### src/rtl/audio_pkg.sv
// Shared audio codec definitions: receiver state encoding, LRCK channel
// levels and the legal per-channel sample width range used by both the
// ADC receiver and the DAC transmitter.
package audio_pkg;

   typedef enum logic [1:0] {
      SYNC  = 2'd0,
      DELAY = 2'd1,
      SHIFT = 2'd2,
      HOLD  = 2'd3
   } rx_state_t;

   localparam logic LRCK_LEFT  = 1'b1;
   localparam logic LRCK_RIGHT = 1'b0;

   localparam int AUD_DATA_WIDTH_MIN = 8;
   localparam int AUD_DATA_WIDTH_MAX = 32;

endpackage

### src/rtl/audio_lrck_edge.sv
// LRCK edge detector. Registers the channel-select line and flags any
// change against the registered copy; the new channel is the current level.
import audio_pkg::*;

module audio_lrck_edge (
   input  logic AUD_BCLK,
   input  logic rst,
   input  logic lrck,
   output logic edge_det,
   output logic rise,
   output logic new_channel
);

   logic lrck_q;

   // Previous LRCK level; resets to left so a low LRCK at release reads as a falling edge
   always_ff @(posedge AUD_BCLK or negedge rst) begin
      if (!rst) lrck_q <= LRCK_LEFT;
      else      lrck_q <= lrck;
   end

   // Edge flags are combinational against the registered level
   always_comb begin
      edge_det    = lrck ^ lrck_q;
      rise        = lrck & ~lrck_q;
      new_channel = lrck;
   end

endmodule

### src/rtl/audio_adc_rx.sv
// Audio codec ADC serial receiver. Deserialises AUD_ADCDAT MSB first per
// LRCK channel slot and publishes one stereo pair per frame with a
// one-cycle sample_valid strobe. Truncated channels raise frame_error.
// Optional feature macro: ADC_MONO_MIX_EN adds mono_sample, the halved
// sum of the published left and right samples.
import audio_pkg::*;

module audio_adc_rx #(
   parameter int DATA_WIDTH = 16,
   parameter int BIT_DELAY  = 0
) (
   input  logic                         rst,
   input  logic                         AUD_BCLK,
   input  logic                         AUD_ADCLRCK,
   input  logic                         AUD_ADCDAT,
   output logic signed [DATA_WIDTH-1:0] left_sample,
   output logic signed [DATA_WIDTH-1:0] right_sample,
   output logic                         sample_valid,
   output logic                         frame_error
`ifdef ADC_MONO_MIX_EN
   ,
   output logic signed [DATA_WIDTH-1:0] mono_sample
`endif
);

   localparam int CW = $clog2(DATA_WIDTH);
   localparam logic [CW-1:0] CNT_LOAD = CW'(DATA_WIDTH - 2);

   if (DATA_WIDTH < AUD_DATA_WIDTH_MIN || DATA_WIDTH > AUD_DATA_WIDTH_MAX) begin : g_bad_width
      $error("audio_adc_rx: DATA_WIDTH out of range");
   end
   if (BIT_DELAY != 0 && BIT_DELAY != 1) begin : g_bad_delay
      $error("audio_adc_rx: BIT_DELAY must be 0 or 1");
   end

   rx_state_t                     state;
   logic                          chan;
   logic                          left_ok;
   logic [CW-1:0]                 cnt;
   logic [DATA_WIDTH-2:0]         shift_reg;
   logic signed [DATA_WIDTH-1:0]  hold_left;
   logic signed [DATA_WIDTH-1:0]  word;
   logic                          edge_det, rise, new_channel;
   logic                          start, early, msb_now, shift_now, commit;

`ifdef ADC_MONO_MIX_EN
   // Halved stereo sum at one extra bit so the add cannot overflow
   function automatic logic signed [DATA_WIDTH-1:0] mono_mix(
      input logic signed [DATA_WIDTH-1:0] l,
      input logic signed [DATA_WIDTH-1:0] r
   );
      logic signed [DATA_WIDTH:0] sum;
      logic signed [DATA_WIDTH:0] half;
      sum  = $signed({l[DATA_WIDTH-1], l}) + $signed({r[DATA_WIDTH-1], r});
      half = sum >>> 1;
      return half[DATA_WIDTH-1:0];
   endfunction
`endif

   audio_lrck_edge u_lrck_edge (
      .AUD_BCLK    (AUD_BCLK),
      .rst         (rst),
      .lrck        (AUD_ADCLRCK),
      .edge_det    (edge_det),
      .rise        (rise),
      .new_channel (new_channel)
   );

   // Per-cycle decode: channel start, truncation, MSB load, shift and commit
   always_comb begin
      start     = edge_det && ((state != SYNC) || rise);
      early     = edge_det && ((state == SHIFT) || (state == DELAY));
      msb_now   = (BIT_DELAY == 0) ? start : ((state == DELAY) && !edge_det);
      shift_now = (state == SHIFT) && !edge_det && (cnt != '0);
      commit    = (state == SHIFT) && !edge_det && (cnt == '0);
      word      = {shift_reg, AUD_ADCDAT};
   end

   // Serial shift register and left holding register; pure data, no reset
   always_ff @(posedge AUD_BCLK) begin
      if (msb_now)
         shift_reg <= {{(DATA_WIDTH-2){1'b0}}, AUD_ADCDAT};
      else if (shift_now)
         shift_reg <= {shift_reg[DATA_WIDTH-3:0], AUD_ADCDAT};
      if (commit && chan == LRCK_LEFT)
         hold_left <= word;
   end

   // Framing FSM with registered pair outputs and strobes
   always_ff @(posedge AUD_BCLK or negedge rst) begin
      if (!rst) begin
         state        <= SYNC;
         chan         <= LRCK_LEFT;
         left_ok      <= 1'b0;
         cnt          <= '0;
         left_sample  <= '0;
         right_sample <= '0;
         sample_valid <= 1'b0;
         frame_error  <= 1'b0;
`ifdef ADC_MONO_MIX_EN
         mono_sample  <= '0;
`endif
      end else begin
         sample_valid <= 1'b0;
         frame_error  <= 1'b0;
         if (start) begin
            frame_error <= early;
            if (early) left_ok <= 1'b0;
            chan <= new_channel;
            if (BIT_DELAY != 0) begin
               state <= DELAY;
            end else begin
               state <= SHIFT;
               cnt   <= CNT_LOAD;
            end
         end else begin
            case (state)
               DELAY: begin
                  state <= SHIFT;
                  cnt   <= CNT_LOAD;
               end
               SHIFT: begin
                  if (cnt == '0) begin
                     state <= HOLD;
                     if (chan == LRCK_LEFT) begin
                        left_ok <= 1'b1;
                     end else if (chan == LRCK_RIGHT && left_ok) begin
                        left_sample  <= hold_left;
                        right_sample <= word;
                        sample_valid <= 1'b1;
                        left_ok      <= 1'b0;
`ifdef ADC_MONO_MIX_EN
                        mono_sample  <= mono_mix(hold_left, word);
`endif
                     end
                  end else begin
                     cnt <= cnt - 1'b1;
                  end
               end
               default: ;
            endcase
         end
      end
   end

endmodule

### config.mk
export PLATFORM = sky130hd
export DESIGN_NAME = audio_adc_rx
export DESIGN_NICKNAME = d
export VERILOG_FILES = /design/src/rtl/audio_pkg.sv /design/src/rtl/audio_lrck_edge.sv /design/src/rtl/audio_adc_rx.sv
export SDC_FILE = /design/constraint.sdc
export NUM_CORES = 1
export LEC_CHECK = 0
export ABC_CLOCK_PERIOD_IN_PS = 3230
export CORE_MARGIN = 10
export CORE_UTILIZATION = 40
export DETAILED_ROUTE_END_ITERATION = 16
export DONT_BUFFER_PORTS = 1
export SLEW_MARGIN = 20
export SYNTH_ARGS = -nofsm -noshare
export SYNTH_HDL_FRONTEND = slang
export SYNTH_SLANG_ARGS = --single-unit
### constraint.sdc
create_clock -name AUD_BCLK -period 3.23 [get_ports AUD_BCLK]
set_input_delay 0.4845 -clock AUD_BCLK [delete_from_list [all_inputs] [get_ports AUD_BCLK]]
set_output_delay 0.4845 -clock AUD_BCLK [all_outputs]
set_load 0.005 [all_outputs]
* Word level (Yosys, flattened, before mapping)
Index checks and enable logic that the tools add are counted.
Widths: inputs -> output; s select.
** Word-level totals
- Bits in registers :: 74
- Input port bits :: 4
- Output and inout port bits :: 34
- Word-level logic and storage cells :: 65
** Cells by class
- $add $sub $neg :: 1
- Equal/unequal tests :: 5
- Muxes and demuxes :: 20
- Bitwise gates (word level) :: 5
- Reduce and logical (&&, ||, !) cells :: 22
** Operators by type and width (number)
- $mux 1 :: 14
- $mux 4 :: 2
- $pmux 4 s2 :: 1
- $reduce_bool 2->1 :: 4
- $logic_and 1x1->1 :: 7
- $reduce_bool 3->1 :: 2
- $reduce_and 5->1 :: 1
- $logic_not 4->1 :: 1
- $mux 2 :: 2
- $pmux 2 s2 :: 1
- $reduce_and 2->1 :: 2
- $reduce_and 4->1 :: 1
- $reduce_bool 4->1 :: 1
- $sub 4x1->4 const B :: 1
- $ne 3x2->1 const B :: 1
- $ne 3x3->1 const B :: 1
- $not 1->1 :: 3
- $eq 2x1->1 const B :: 1
- $eq 2x2->1 const B :: 1
- $logic_or 1x1->1 :: 2
- $ne 2x2->1 const B :: 1
- $and 1x1->1 :: 1
- $logic_not 1->1 :: 1
- $xor 1x1->1 :: 1

* Depth between registers and ports, before layout
Gate-level depths: netlist of the first run.
- Depth after elaboration :: 7
- Depth in mapped cells :: 7
- Mapped depth without buffers :: 5

* Cells and area by module
A second synthesis of the first run with hierarchy kept.
** Unflattened totals
- Cell total of the unflattened synthesis :: 203
- Area, all modules :: 3021.6 sq um
** By module, submodules not included
- audio_adc_rx :: times used 1, cells an instance 198, area an instance 2967.8 sq um, sequential area each 1843.0 sq um
- audio_lrck_edge :: times used 1, cells an instance 5, area an instance 53.8 sq um, sequential area each 26.3 sq um

* Worst setup path before layout of the first run
No wires, ideal clock.
- Kind :: register -> register
- Start :: register u_lrck_edge.lrck_q
- End :: register hold_left[0] (enable)
- Setup time :: 0.374 ns
- Data arrival time :: 1.869 ns
- Required time :: 2.856 ns
- Path slack :: 0.987 ns
- Stages on the path, launching flop included :: 6
- Buffers on the path :: 2
- Clock period less this slack :: 2.243 ns
- Cell sequence :: dfstp_2 -> inv_1 -> ha_1 -> buf_2 -> buf_1 -> and3_1
** On the way
- Word-level cells in the longest chain between the ends :: 5
** Ends and longest elaborated chain
- from (decl) :: RTL line audio_lrck_edge.sv:14 : logic lrck_q;
- from (signal assigned) :: RTL line audio_lrck_edge.sv:19 : else lrck_q <= lrck;
- $xor 1x1->1 :: RTL line audio_lrck_edge.sv:24 : edge_det = lrck ^ lrck_q;
- $logic_not 1->1 :: RTL line audio_adc_rx.sv:75 : commit = (state == SHIFT) && !edge_det && (cnt == '0);
- $logic_and 1x1->1 (2 in series) :: RTL line audio_adc_rx.sv:75
- $logic_and 1x1->1 :: RTL line audio_adc_rx.sv:85 : if (commit && chan == LRCK_LEFT)
- to (signal assigned) :: RTL line audio_adc_rx.sv:86 : hold_left <= word;
- to (decl) :: RTL line audio_adc_rx.sv:41 : logic signed [DATA_WIDTH-1:0] hold_left;
Every way passes these cells.
A chain may end at the register's enable or synchronous reset.

* Worst setup path after layout of the first run
- Start :: register state[0]
- End :: register hold_left[7] (enable)
** On the way
- Word-level cells in the longest chain between the ends :: 4
** Ends and longest elaborated chain
- from (decl) :: RTL line audio_adc_rx.sv:36 : rx_state_t state;
- from (signal assigned) :: RTL line audio_adc_rx.sv:92 : state <= SYNC;
- from (signal assigned) :: RTL line audio_adc_rx.sv:111 : state <= DELAY;
- from (signal assigned) :: RTL line audio_adc_rx.sv:113 : state <= SHIFT;
- $eq 2x2->1 :: RTL line audio_adc_rx.sv:75
- $logic_and 1x1->1 (2 in series) :: RTL line audio_adc_rx.sv:75
- $logic_and 1x1->1 :: RTL line audio_adc_rx.sv:85
Every way passes these cells.

==> results.toml, run 1 <==
[power]
internal-power_w = 0.001451
switching_power_w = 0.0004112
vdd_ir_drop_max_mv = 0.1705
power.static_leakage_nw = 1.507
power.share.clock = 0.408
switching_share = 0.2208
power_frac_comb = 0.049
seqPwrFrac = 0.542
finalPower_w = 0.001863
power.density_cell_area_mw_per_mm2 = 558.0

[sta]
worst_slew_margin_rel = 0.4075
timing.final.max_slew_violations = 0
hold_violations = 0
layout_setup_ws_ns = 0.8407
max_slew.worst_pin.slew_ns = 0.8868
timing.final.setup_violations = 0
clock_skew_ns = 0.009104
post-route-min-period_ns = 2.389
setup_repair_after_global_routing_missed_its_margin = "false"
fin_tns_setup_ns = 0
final.period_utilization = 0.7397
max_freq_ghz = 0.4185

[floorplan]
floorplan.initialDensity = 0.4120
floorplan.rows = 31
fp.dieW_um = 106.7
die_h_um = 106.7
pin_count = 38
die-area_mm2 = 0.01138
fp.coreArea_mm2 = 0.007292

[global_routing]
grt.total_usage = 0.09535
overflow = 0
grt_first_pass_wirelength_um = 8645
vias_in_the_first_global_route = 1606
grt_antenna_before_repair = 0
grt_max_degree = 44

[yosys]
synth_compound_gate_area_share = 0.09038
netlist_cell_types = 38
muxShareOfSynthArea = 0.1666
synth_top_family_by_area = "multiplexers"
synth-warning-count = 0
synth.ff_latch_count = 74
cell_area_after_synthesis_mm2 = 0.003004
synth.top_cells.by_area = "dfrtp_1 34%, edfxtp_1 17%, mux2_4 14%"
synth-main-ff-cell = "dfrtp_1"
synth_enable_flop_cells = 17
ys_async_sr_fraction = 0.5811
synth_seq_area_share = 0.6222
area_share_of_the_largest_cell_type_after_synthesis = 0.3415
synth_xor_xnor_area_share = 0
synth-adder-area-share = 0.02082
synth.largest_area_cell = "dfrtp_1"
post_synth_and_or_nand_nor_area_fraction = 0.04956
mappedNetlistNets = 218
synthCells = 209
synth.avg_cell_area_um2 = 14.37

[drt]
routed-via-count = 1607
routed_wl_um = 5210
postRouteAntennaNets = 0
route.detailed.vias_per_inst = 5.038
dr_wl_cell_um = 16.33
dr.pass1.iters = 4
drcViolationCount = 0
drt-initial-drc-count = 91

[cells_and_area]
antenna-diode-count = 0
finalNonFillerCells = 319
multi_input_comb_area_um2 = 983.4
syn2layout_area_growth_pct = 11.12
final.fill_count = 664
layout_top_registers = "hold_left x16, left_sample x16, right_sample x16"
post_layout_utilization_of_the_core = 0.4578
ratio_of_cells_with_drive_above_1_in_the_final_layout = 0.2591
design.final.nets = 224
sequential_standard_cell_area_mm2 = 0.001869

[worst_setup_path]
worst_setup_path_endpoint = "hold_left[7]"
r2r.worst_path.cells = 4
critical_path_peak_fanout = 16
r2r_setup_slk_ns = 0.84
reg2reg_to = "hold_left[7]"
worstSetupStartpoint = "state[0]"
worstSetupEndpointType = "flop"
critical_path.startpoint_type = "flop"
arrival_ns = 2.36
rr_startpoint = "state[0]"
critical_path_required_ns = 3.20
crit_type = "reg2reg"

[clock_network]
cts_repair_resize_count = 0
cts_buffers = 9
ctsRootBufferMaster = "clkbuf_8"
worst_setup_hold_path_clk_slew_ns = 0.07
ctsHtreeMaxLevel = 3
clk_sink_count = 74
cts_max_path_buffers = 2
postcts_setup_bufs = 0
tritoncts_clock_tree = "done"
clk-insertion-delay-late_ns = 0.34

[placed_design]
globalplace.congestion = 0.7241
preCtsSetupSlack_ns = 0.7973
hpwl_um = 3427
place.detailed.instances = 301
port_buffers = 0

[worst_hold_path]
worstHoldStart = "AUD_ADCLRCK"
holdCritPathClass = "in2reg"

[flow_run]
drv.max_cap_violation_count = 0

[outcome]
result_of_the_run = "finished, final reports clean"
==> timing repair <==
item,in CTS,in global routing
setup endpoints to repair,0,0
hold buffers,2,0
endpoints found under the hold margin,43,0
==> cells by family (layout without fill, tap and decap cells) <==
family | Yosys count | count (layout)
DFF | 74 | 74
AOI/OAI and AO/OA | 37 | 37
muxes | 35 | 35
buffers and inverters | 33 | 44
and+or+nand+nor | 25 | 25
adders and majority gates | 5 | 5
==> power groups by stage <==
stage                     Sequential (W)  Clock [W]  Combinational [W]
after floorplan                  0.00102          0          0.0000646
after global placement           0.00103          0          0.0000760
after detailed placement         0.00103          0          0.0000765
after CTS                        0.00101   0.000782          0.0000933
after global routing             0.00101   0.000820           0.000109
final                            0.00101   0.000761          0.0000920
==> per-stage QoR <==
| step | area, µm² | hold WS [ns] |
|---|---|---|
| 2_1_floorplan | 3004 | 0.1889 |
| 3_3_place_gp | 3089 | 0.1902 |
| 3_5_place_dp | 3089 | 0.1903 |
| 4_1_cts | 3338 | 0.1190 |
| 5_1_grt | 3338 | 0.1123 |
| 6_report | 3338 | 0.1361 |
==> layer usage <==
| layer | global-route usage | vias to the layer above | wire length (µm) |
|---|---|---|---|
| met5 | 0 | - | 0 |
| met4 | 0.05803 | 0 | 104 |
| met3 | 0.04311 | 11 | 404 |
| met2 | 0.1378 | 33 | 2372 |
| met1 | 0.1137 | 796 | 2329 |
| li1 | - | 767 | - |
==> synthesized netlist by cell type (4+ instances only) <==
master,count
mux2_2,4
inv_1,22
nor2_1,4
dfrtp_1,41
edfxtp_1,17
mux2_4,29
and3_1,4
o21ai_0,14
o221ai_1,12
dfxtp_1,14
ha_1,5
==> worst min-delay path by stage <==
stage | slack, ns | depth (start not counted) | endpoint
after global routing | 0.11 | 0 | u_lrck_edge.lrck_q
after global placement | 0.19 | 0 | sample_valid
after floorplan | 0.19 | 0 | cnt[0]
final | 0.14 | 0 | u_lrck_edge.lrck_q
after CTS | 0.12 | 0 | u_lrck_edge.lrck_q
after detailed placement | 0.19 | 0 | sample_valid
==> placed cells by master (no fill, tap or decap), types with 4 or more instances in the layout <==
cell type and n:
buf_4 4, edfxtp_1 17, nor2_1 4, dfrtp_1 41, o21ai_0 14, ha_1 5, dfxtp_1 14, clkbuf_8 9
inv_1 22, and3_1 4, mux2_4 29, mux2_2 4, o221ai_1 12
==> critical path, cell delays in order, from the launching register on <==
cell and delay (ns):
dfrtp_1 0.40, inv_1 0.11, ha_1 0.45, and4bb_2 0.37, and3_1 0.68
==> final cells by class <==
class	instances	share of cell area
timing repair buffer	6	0.02024
inverter	22	0.02474
multi-input combinational	102	0.2946
tap	99	0.03711
clock inverter	5	0.02399
sequential	74	0.5600
clock buffer	11	0.03936
No activity file was read; power rests on OpenSTA's default activity.
==> run 2: changes to the inputs <==
Settings changed: ABC_CLOCK_PERIOD_IN_PS 3230 to 2400.
Clock period 3.23 ns to 2.4 ns, I/O delays scaled along.
==> results.toml, run 2 (synthesis gave the netlist of run 1 again) <==
[outcome]
result_of_the_run = "finished, final reports clean"

[clock_network]
quantity_of_hold_fixing_buffers_added_after_cts = 3
ctsHtreeMaxLevel = 3
cts_max_path_buffers = 2
cts_buffers = 9
clk-insertion-delay-late_ns = 0.35
worst_setup_hold_path_clk_slew_ns = 0.08
ctsRootBufferMaster = "clkbuf_8"
cts_repair_resize_count = 0
clk_sink_count = 74
postcts_setup_bufs = 0
tritoncts_clock_tree = "done"

[sta]
post-route-min-period_ns = 2.091
final.period_utilization = 0.8714
layout_setup_ws_ns = 0.3087
max_slew.worst_pin.slew_ns = 0.4890
fin_tns_setup_ns = 0
hold_violations = 0
clock_skew_ns = 0.01236
max_freq_ghz = 0.4782
timing.final.max_slew_violations = 0
timing.final.setup_violations = 0
setup_repair_after_global_routing_missed_its_margin = "false"
worst_slew_margin_rel = 0.6731

[cells_and_area]
mostFrequentLayoutCells = "41 x dfrtp_1, 29 x mux2_4, 22 x inv_1"
layout_top_registers = "hold_left x16, left_sample x16, right_sample x16"
design.final.nets = 232
antenna-diode-count = 0
final_common_cell = "dfrtp_1"
syn2layout_area_growth_pct = 13.24
finalNonFillerCells = 327
ratio_of_cells_with_drive_above_1_in_the_final_layout = 0.2851
final.fill_count = 668

[global_routing]
grt_max_degree = 44
vias_in_the_first_global_route = 1659
grt_antenna_before_repair = 0
overflow = 0
grt.total_usage = 0.1032
grt_first_pass_wirelength_um = 9232

[worst_setup_path]
critical_path.startpoint_type = "flop"
worstSetupEndpointType = "flop"
critical_path.slowest_cell = "dfstp_2"
r2r_setup_slk_ns = 0.31
crit_type = "reg2reg"
critical_path_required_ns = 2.61
worstPathCellList = "inv_1, ha_1, buf_4, nand2_1, o221ai_1, o21ai_0"
r2r.worst_path.cells = 6
arrival_ns = 2.30
critical_path.max_stage_delay_ns = 0.52
critical_path_peak_fanout = 13

[drt]
route.detailed.vias_per_inst = 4.988
drt-initial-drc-count = 100
dr_wl_cell_um = 16.79
routed-via-count = 1631
routed_wl_um = 5491
dr.pass1.iters = 4
drcViolationCount = 0
postRouteAntennaNets = 0

[power]
vdd_ir_drop_max_mv = 0.2373
power.static_leakage_nw = 1.549
power.density_cell_area_mw_per_mm2 = 720.1

[floorplan]
pin_count = 38
die_h_um = 106.7
floorplan.rows = 31
floorplan.initialDensity = 0.4120
fp.coreArea_mm2 = 0.007292
fp.dieW_um = 106.7
die-area_mm2 = 0.01138

[placed_design]
hpwl_um = 3795
place.detailed.instances = 308
preCtsSetupSlack_ns = 0.3448
port_buffers = 0
globalplace.congestion = 0.8019

[worst_hold_path]
holdCritPathClass = "in2reg"
hold-path-cell-count = 0

[flow_run]
drv.max_cap_violation_count = 0
[run 2: changes by cell type in the layout (fill, tap and decap cells not counted), moves of 2 or more]
cell | previous run | this run
clkinv_4 | 0 | 2
inv_6 | 0 | 2
clkbuf_1 | 2 | 0
buf_4 | 4 | 10
[run 2: worst max-delay path, delay by kind of cell (launching register included)]
family | cells | cell delay (ns)
flip-flops | 1 | 0.52
adder cells (fa/ha/maj) | 1 | 0.51
AO/OA/AOI/OAI | 2 | 0.40
buffers and inverters | 2 | 0.28
AND/OR/NAND/NOR | 1 | 0.25
[run 2: power by group]
part	switching, W	internal [W]	leakage [nW]
Combinational	0.0000774	0.0000512	0.600
Clock	0.000473	0.000487	0.0979
Sequential	0.0000396	0.00132	0.851
Total	0.000590	0.00186	1.55
[run 2: worst paths after layout]
check	startpoint	endpoint
setup / recovery	u_lrck_edge.lrck_q	shift_reg[11]
hold / removal	AUD_ADCDAT	shift_reg[0]
setup reg to reg	u_lrck_edge.lrck_q	shift_reg[11]
hold reg to reg	shift_reg[14]	hold_left[15]
max in group asynchronous	rst	chan
min in group asynchronous	rst	right_sample[15]
[run 2: routing by layer]
layer / share of wire / track usage
met2: 0.46 / 0.1506
met4: 0.018 / 0.04932
met5: 0 / 0
met3: 0.072 / 0.04671
met1: 0.45 / 0.1270
[run 2: area by class of cell]
class	count	area, µm²	area share
inverter	22	82.58	0.02427
tap	99	123.9	0.03641
timing repair buffer	14	142.6	0.04193
sequential	74	1869	0.5495
clock inverter	7	76.32	0.02243
clock buffer	9	123.9	0.03641
multi-input combinational	102	983.4	0.2891
[run 2: per-stage QoR]
step	power [W]	utilization	cell area [µm²]	hold slack, ns
2_1_floorplan	0.001459	-	3004	0.06441
5_1_grt	0.002573	0.4665	3402	0.07394
6_report	0.002450	0.4665	3402	0.1010
4_1_cts	0.002487	0.4665	3402	0.07733
3_5_place_dp	0.001494	0.4326	3154	0.06609
3_3_place_gp	0.001490	0.4326	3154	0.06586
==> run 3: changes to the inputs <==
Settings changed: CTS_BUF_LIST set to sky130_fd_sc_hd__clkbuf_4, PLACE_DENSITY set to 0.6.
==> results.toml, run 3 (synthesis gave the netlist of run 1 again) <==
[clock_network]
cts_repair_resize_count = 0
tritoncts_clock_tree = "done"
ctsHtreeMaxLevel = 3
clk-insertion-delay-late_ns = 0.42
cts_max_path_buffers = 2
ctsRootBufferMaster = "clkbuf_4"
clk_sink_count = 74
worst_setup_hold_path_clk_slew_ns = 0.12
cts_buffers = 9

[drt]
drcViolationCount = 0
routed_wl_um = 5486
wl_met1_um = 2498
drt-initial-drc-count = 73
route.detailed.vias_per_inst = 5.049
met3_length_um = 384
dr.pass1.iters = 4
met2_wirelength_um = 2548
dr_wl_cell_um = 16.73
routed-via-count = 1656
postRouteAntennaNets = 0
top_layer = "met4"

[floorplan]
floorplan.rows = 31
die_h_um = 106.7
floorplan.initialDensity = 0.4120
pin_count = 38
die-area_mm2 = 0.01138
fp.coreArea_mm2 = 0.007292
fp.dieW_um = 106.7

[power]
vdd_ir_drop_max_mv = 0.2202
power.density_cell_area_mw_per_mm2 = 675.3
power.static_leakage_nw = 1.530

[worst_setup_path]
rr_startpoint = "u_lrck_edge.lrck_q"
worst-path-buf-inv = 2
cpLargestDelayFamily = "flip-flops"
reg2reg_to = "shift_reg[3]"
critical_path_peak_fanout = 13
worstPathCellList = "inv_1, ha_1, buf_4, nand2_1, o221ai_1, o21ai_0"
critical_path.slowest_cell = "dfstp_2"
worstSetupEndpointType = "flop"
r2r_setup_slk_ns = 0.29
critical_path.startpoint_type = "flop"
critical_path_required_ns = 2.69
r2r.worst_path.cells = 6
arrival_ns = 2.40
critical_path.max_stage_delay_ns = 0.53
crit_type = "reg2reg"

[sta]
timing.final.max_slew_violations = 0
hold_violations = 0
max_freq_ghz = 0.4747
setup_repair_after_global_routing_missed_its_margin = "false"
post-route-min-period_ns = 2.107
timing.final.setup_violations = 0
fin_tns_setup_ns = 0
worst_slew_margin_rel = 0.6695
max_slew.worst_pin.slew_ns = 0.4943
final.period_utilization = 0.8777
layout_setup_ws_ns = 0.2934
clock_skew_ns = 0.01858

[cells_and_area]
design.final.nets = 233
antenna-diode-count = 0
ratio_of_cells_with_drive_above_1_in_the_final_layout = 0.2838
mostFrequentLayoutCells = "41 x dfrtp_1, 29 x mux2_4, 22 x inv_1"
syn2layout_area_growth_pct = 11.70
final_common_cell = "dfrtp_1"
layout_top_registers = "hold_left x16, left_sample x16, right_sample x16"
finalNonFillerCells = 328

[global_routing]
grt.total_usage = 0.1033
grt_antenna_before_repair = 0
grt_first_pass_wirelength_um = 9197
grt_max_degree = 44
overflow = 0
vias_in_the_first_global_route = 1661

[placed_design]
preCtsSetupSlack_ns = 0.3448
port_buffers = 0
place.detailed.instances = 308
hpwl_um = 3795
globalplace.congestion = 0.8019

[outcome]
result_of_the_run = "finished, final reports clean"

[worst_hold_path]
hold-path-cell-count = 1
min_to = "right_sample[0]"
worstHoldStart = "AUD_ADCDAT"
holdCritPathClass = "in2reg"

[flow_run]
drv.max_cap_violation_count = 0
-- run 3: how the worst max path moves through the flow --
stage                            start           end  slack [ns]  depth (start not counted)
finish              u_lrck_edge.lrck_q  shift_reg[3]        0.29                          6
detailed placement  u_lrck_edge.lrck_q  shift_reg[4]        0.34                          6
floorplan           u_lrck_edge.lrck_q  hold_left[0]        0.16                          5
global route        u_lrck_edge.lrck_q  shift_reg[4]        0.13                          6
global placement    u_lrck_edge.lrck_q  shift_reg[8]        0.40                          6
CTS                 u_lrck_edge.lrck_q  shift_reg[3]        0.32                          6
-- run 3: layer usage --
layer  global-route usage  vias up
met5                    0        -
met4              0.04932        0
met3              0.04850        4
met2               0.1510       38
met1               0.1258      821
li1                     -      793
-- run 3: area by class of cell --
cell class	count	area, µm²
well taps	99	123.9
multi-input cells	102	983.4
inverters	22	82.58
repair buffers	15	152.6
fillers	674	3936
clock buffers	9	67.56
clock inverters	7	76.32
flip-flops and latches	74	1869
-- run 3: report_power, final --
part / switching [W] / leakage (nW) / internal (W) / total [W]
Clock: 0.000450 / 0.0746 / 0.000324 / 0.000774
Combinational: 0.0000780 / 0.604 / 0.0000523 / 0.000130
Sequential: 0.0000397 / 0.851 / 0.00132 / 0.00136
Total: 0.000568 / 1.53 / 0.00170 / 0.00227
-- run 3: what timing repair did --
action | CTS | global route
hold endpoints to repair | 46 | 0
setup buffers | 0 | 0
hold buffers | 4 | 0
-- run 3: stage by stage --
step | hold WS, ns | total power [W] | util | area, µm²
final | 0.08922 | 0.002266 | 0.4602 | 3356
after global routing | 0.03747 | 0.002386 | 0.4602 | 3356
after CTS | 0.05267 | 0.002297 | 0.4602 | 3356
after detailed placement | 0.06609 | 0.001494 | 0.4326 | 3154
after global placement | 0.06586 | 0.001490 | 0.4326 | 3154
after floorplan | 0.06441 | 0.001459 | - | 3004
==> RTL change 1, RTL diff (settings of run 2) <==
Build with the macro `ADC_MONO_MIX_EN` defined.
--- a/src/rtl/audio_adc_rx.sv
+++ b/src/rtl/audio_adc_rx.sv
@@ -3,6 +3,8 @@
 // one-cycle sample_valid strobe. Truncated channels raise frame_error.
 // Optional feature macro: ADC_MONO_MIX_EN adds mono_sample, the halved
 // sum of the published left and right samples.
+`define ADC_MONO_MIX_EN
+
 import audio_pkg::*;
 
 module audio_adc_rx #(
Behaviour (old outputs only; new: mono_sample): unchanged (Yosys induction, for registers that start in step).
==> RTL change 1 against run 2 <==
- worst setup slack worse by 40 ps
- power is 22% higher
- routed wire length is 68% higher
- sequential share of layout area is 5.0 points lower
- via count increased by 81%
- critical endpoint is now mono_sample[15]
- sequential cell count is 16 higher
- critical path type unchanged
- non-clock buffer count is 5 lower
- synthesized area up 38%
- final cell count grew 77%
- final area rose by 34%
- first-iteration DRC count is 120% higher
==> RTL change 1: results (changes against run 2) <==
Pwr
  – Worst vdd ir: 0.0002533 V (+6.7%)
  – Pleak: 2.038 nW (+32%)

Critical path
  – Worst EP arrival: 2420 ps (+120 ps)
  – Critical Path Fanout Max: 40 (+27)
  – Worst reg2reg path startpoint: cnt[0]
  – Largest delay share family, worst path: buffers and inverters

Clock network
  – Clock latency on the worst-skew pair: 370 ps (+20 ps)

Yosys
  – Syn Inst Count: 435 (+110%)
  – Most frequent cells after synthesis: nand2_1, dfrtp_1, a21oi_1, ha_1, o21ai_0
  – Post-synthesis compound-gate area fraction: 0.1263 (+0.03591)
  – Top cells by area, synth: dfrtp_1, nand2_1, edfxtp_1

Status
  – Outcome: finished, final reports clean

Routing
  – Via count: 2960 (+81%)
  – Routed wire length: 9219 µm (+68%)

Finish
  – Clock buf count: 10 (+1)
  – Clk cell area share: 0.04651 (-0.01234)
  – Layout filler cell count: 979 (+47%)
  – Nonclk inv count: 11 (-50%)
  – Multi-In Gates: 318 (+210%)

Placed design
  – Placed insts: 561 (+82%)
  – GP Congestion: 0.8815 (+9.9%)

STA
  – Final worst clock skew: 9.670 ps (-2.685 ps)
  – Worst-Margin Slew: 668.1 ps (+179.1 ps)

GRT
  – First-pass GRT wire length: 15150 µm (+64%)
  – Largest net degree at the start of global routing: 60 (+36%)

Floorplan
  – TAP cells: 136 (+37%)
## RTL change 1: worst paths after layout
| check | cells after the start | end | slack (ps) |
|---|---|---|---|
| worst min-delay path | 0 | hold_left[0] | 90 |
| max in group asynchronous | 2 | chan | 1560 |
| worst min register to register | 2 | left_sample[15] | 490 |
| worst max register to register | 7 | mono_sample[15] | 270 |
| min in group asynchronous | 2 | left_sample[9] | 540 |
| worst max-delay path | 7 | mono_sample[15] | 270 |
## RTL change 1: where the power goes
part	internal, W	switching (W)
sequential	0.00159	0.0000410
combinational	0.0000978	0.000162
clock	0.000523	0.000581
total	0.00221	0.000784
## RTL change 1: layer usage
metal / wire length [µm] / up-vias / part of all wire / global-route usage
met5: 0 / - / 0 / 0
met3: 708 / 9 / 0.077 / 0.04579
met2: 4148 / 57 / 0.45 / 0.1861
met4: 136 / 0 / 0.015 / 0.06036
met1: 4225 / 1411 / 0.46 / 0.1697
li1: - / 1483 / - / -
==> RTL change 2, RTL diff (flow settings as in run 2) <==
Made on the original files. Encoding of `rx_state_t`: now Gray code (2 bits for 4 states).
--- a/src/rtl/audio_pkg.sv
+++ b/src/rtl/audio_pkg.sv
@@ -4,10 +4,10 @@
 package audio_pkg;
 
    typedef enum logic [1:0] {
-      SYNC  = 2'd0,
-      DELAY = 2'd1,
-      SHIFT = 2'd2,
-      HOLD  = 2'd3
+      SYNC  = 2'b00,
+      DELAY = 2'b01,
+      SHIFT = 2'b11,
+      HOLD  = 2'b10
    } rx_state_t;
 
    localparam logic LRCK_LEFT  = 1'b1;
Formal check against the unedited RTL: no difference found for any inputs over 10 cycles, from zero or initial values and one cycle with rst low; not proved beyond that.
==> RTL change 2 against run 2 <==
- die area shrank 2.6%
- power increased by 1.0%
- combinational power fell by 7%
- final area is 3.6% lower
- sequential cell count stayed put
- utilization is 0.97 points lower
- worst setup slack got worse by 44 ps
- routed wire length down 8.3%
- synthesized area fell by 3.2%
- count of clock-buffer cells in the layout grew 2
- non-clock buffer count decreased by 6
- largest cell class unchanged
==> RTL change 2: results (changes against run 2) <==
Status
  – Outcome: finished, final reports clean

Finish
  – Seq area share: 0.5702 (+0.02076)
  – Area grow syn2layout: 12.69%
  – Nonclk inv count: 7 (-68%)
  – Multi-input gate area: 938.4 µm² (-4.6%)
  – Multi-In Gates: 108 (+5.9%)
  – Clk cell area share: 0.06794 (+0.009094)
  – Buffering overhead: 0.02977 (-0.01216)
  – Share of post-route cells with drive strength above 1: 0.2864 (+0.001297)
  – Clock buf count: 11 (+2)
  – Layout Cells excl Fill: 312 (-4.6%)

Yosys
  – Mux share of post-synthesis cell area: 0.1652 (-0.001436)
  – Seq/Total Area, Yosys: 0.6426 (+0.02034)
  – Syn avg cell area: 14.47 µm² (+0.69%)
  – Synth unique cells: 35 (-7.9%)
  – Post-synthesis compound-gate area fraction: 0.08000 (-0.01038)

GRT
  – Met3 usage: 0.03959 (-0.007121)
  – Overall Global Routing Usage: 0.09687 (-0.006293)
  – First-pass GRT wire length: 8604 µm (-6.8%)
  – Vias in the first global route: 1564 (-5.7%)
  – Met2 Use GR: 0.1409 (-0.009682)
  – GR Util met1: 0.1197 (-0.007220)

Pwr
  – Internal: 0.001928 W (+3.7%)
  – Total power draw: 0.002474 W (+1.0%)
  – Comb pwr: 0.000120 W (-7%)
  – Pleak: 1.487 nW (-4.0%)

STA
  – Final worst clock skew: 9.124 ps (-3.232 ps)
  – Slew Limit Headroom: 0.6063 (-0.06677)
  – Worst setup margin: 265.0 ps (-43.78 ps)

Placed design
  – Placed insts: 293 (-4.9%)
  – Placed cell areas: 3008 µm² (-4.6%)
  – GP Congestion: 0.8315 (+3.7%)
[RTL change 2: cell count changes after synthesis, moves of 3 or more]
| cell | delta |
|---|---|
| o221ai_1 | -12 |
| ha_1 | -3 |
| a21oi_1 | +12 |
| nor3b_1 | -3 |
| inv_1 | -15 |
| nand3_1 | +16 |
[RTL change 2: cell families after synthesis]
family | Yosys count
fa+ha+maj | 2
buf+inv | 19
compound gates | 41
flops | 74
mux | 33
simple gates | 32
[RTL change 2: final timing paths]
kind	start	to	slack (ps)	cells after the start
min reg2reg	hold_left[14]	left_sample[14]	480	1
max	u_lrck_edge.lrck_q	hold_left[15]	260	6
min in group asynchronous	rst	left_sample[12]	510	2
max in group asynchronous	rst	u_lrck_edge.lrck_q	1610	2
min	AUD_ADCDAT	hold_left[0]	110	0
max reg2reg	u_lrck_edge.lrck_q	hold_left[15]	260	6
[RTL change 2: layer usage]
layer / wire length, µm / vias to the layer above
li1: - / 741
met3: 352 / 5
met4: 104 / 0
met2: 2330 / 41
met1: 2250 / 759
met5: 0 / -
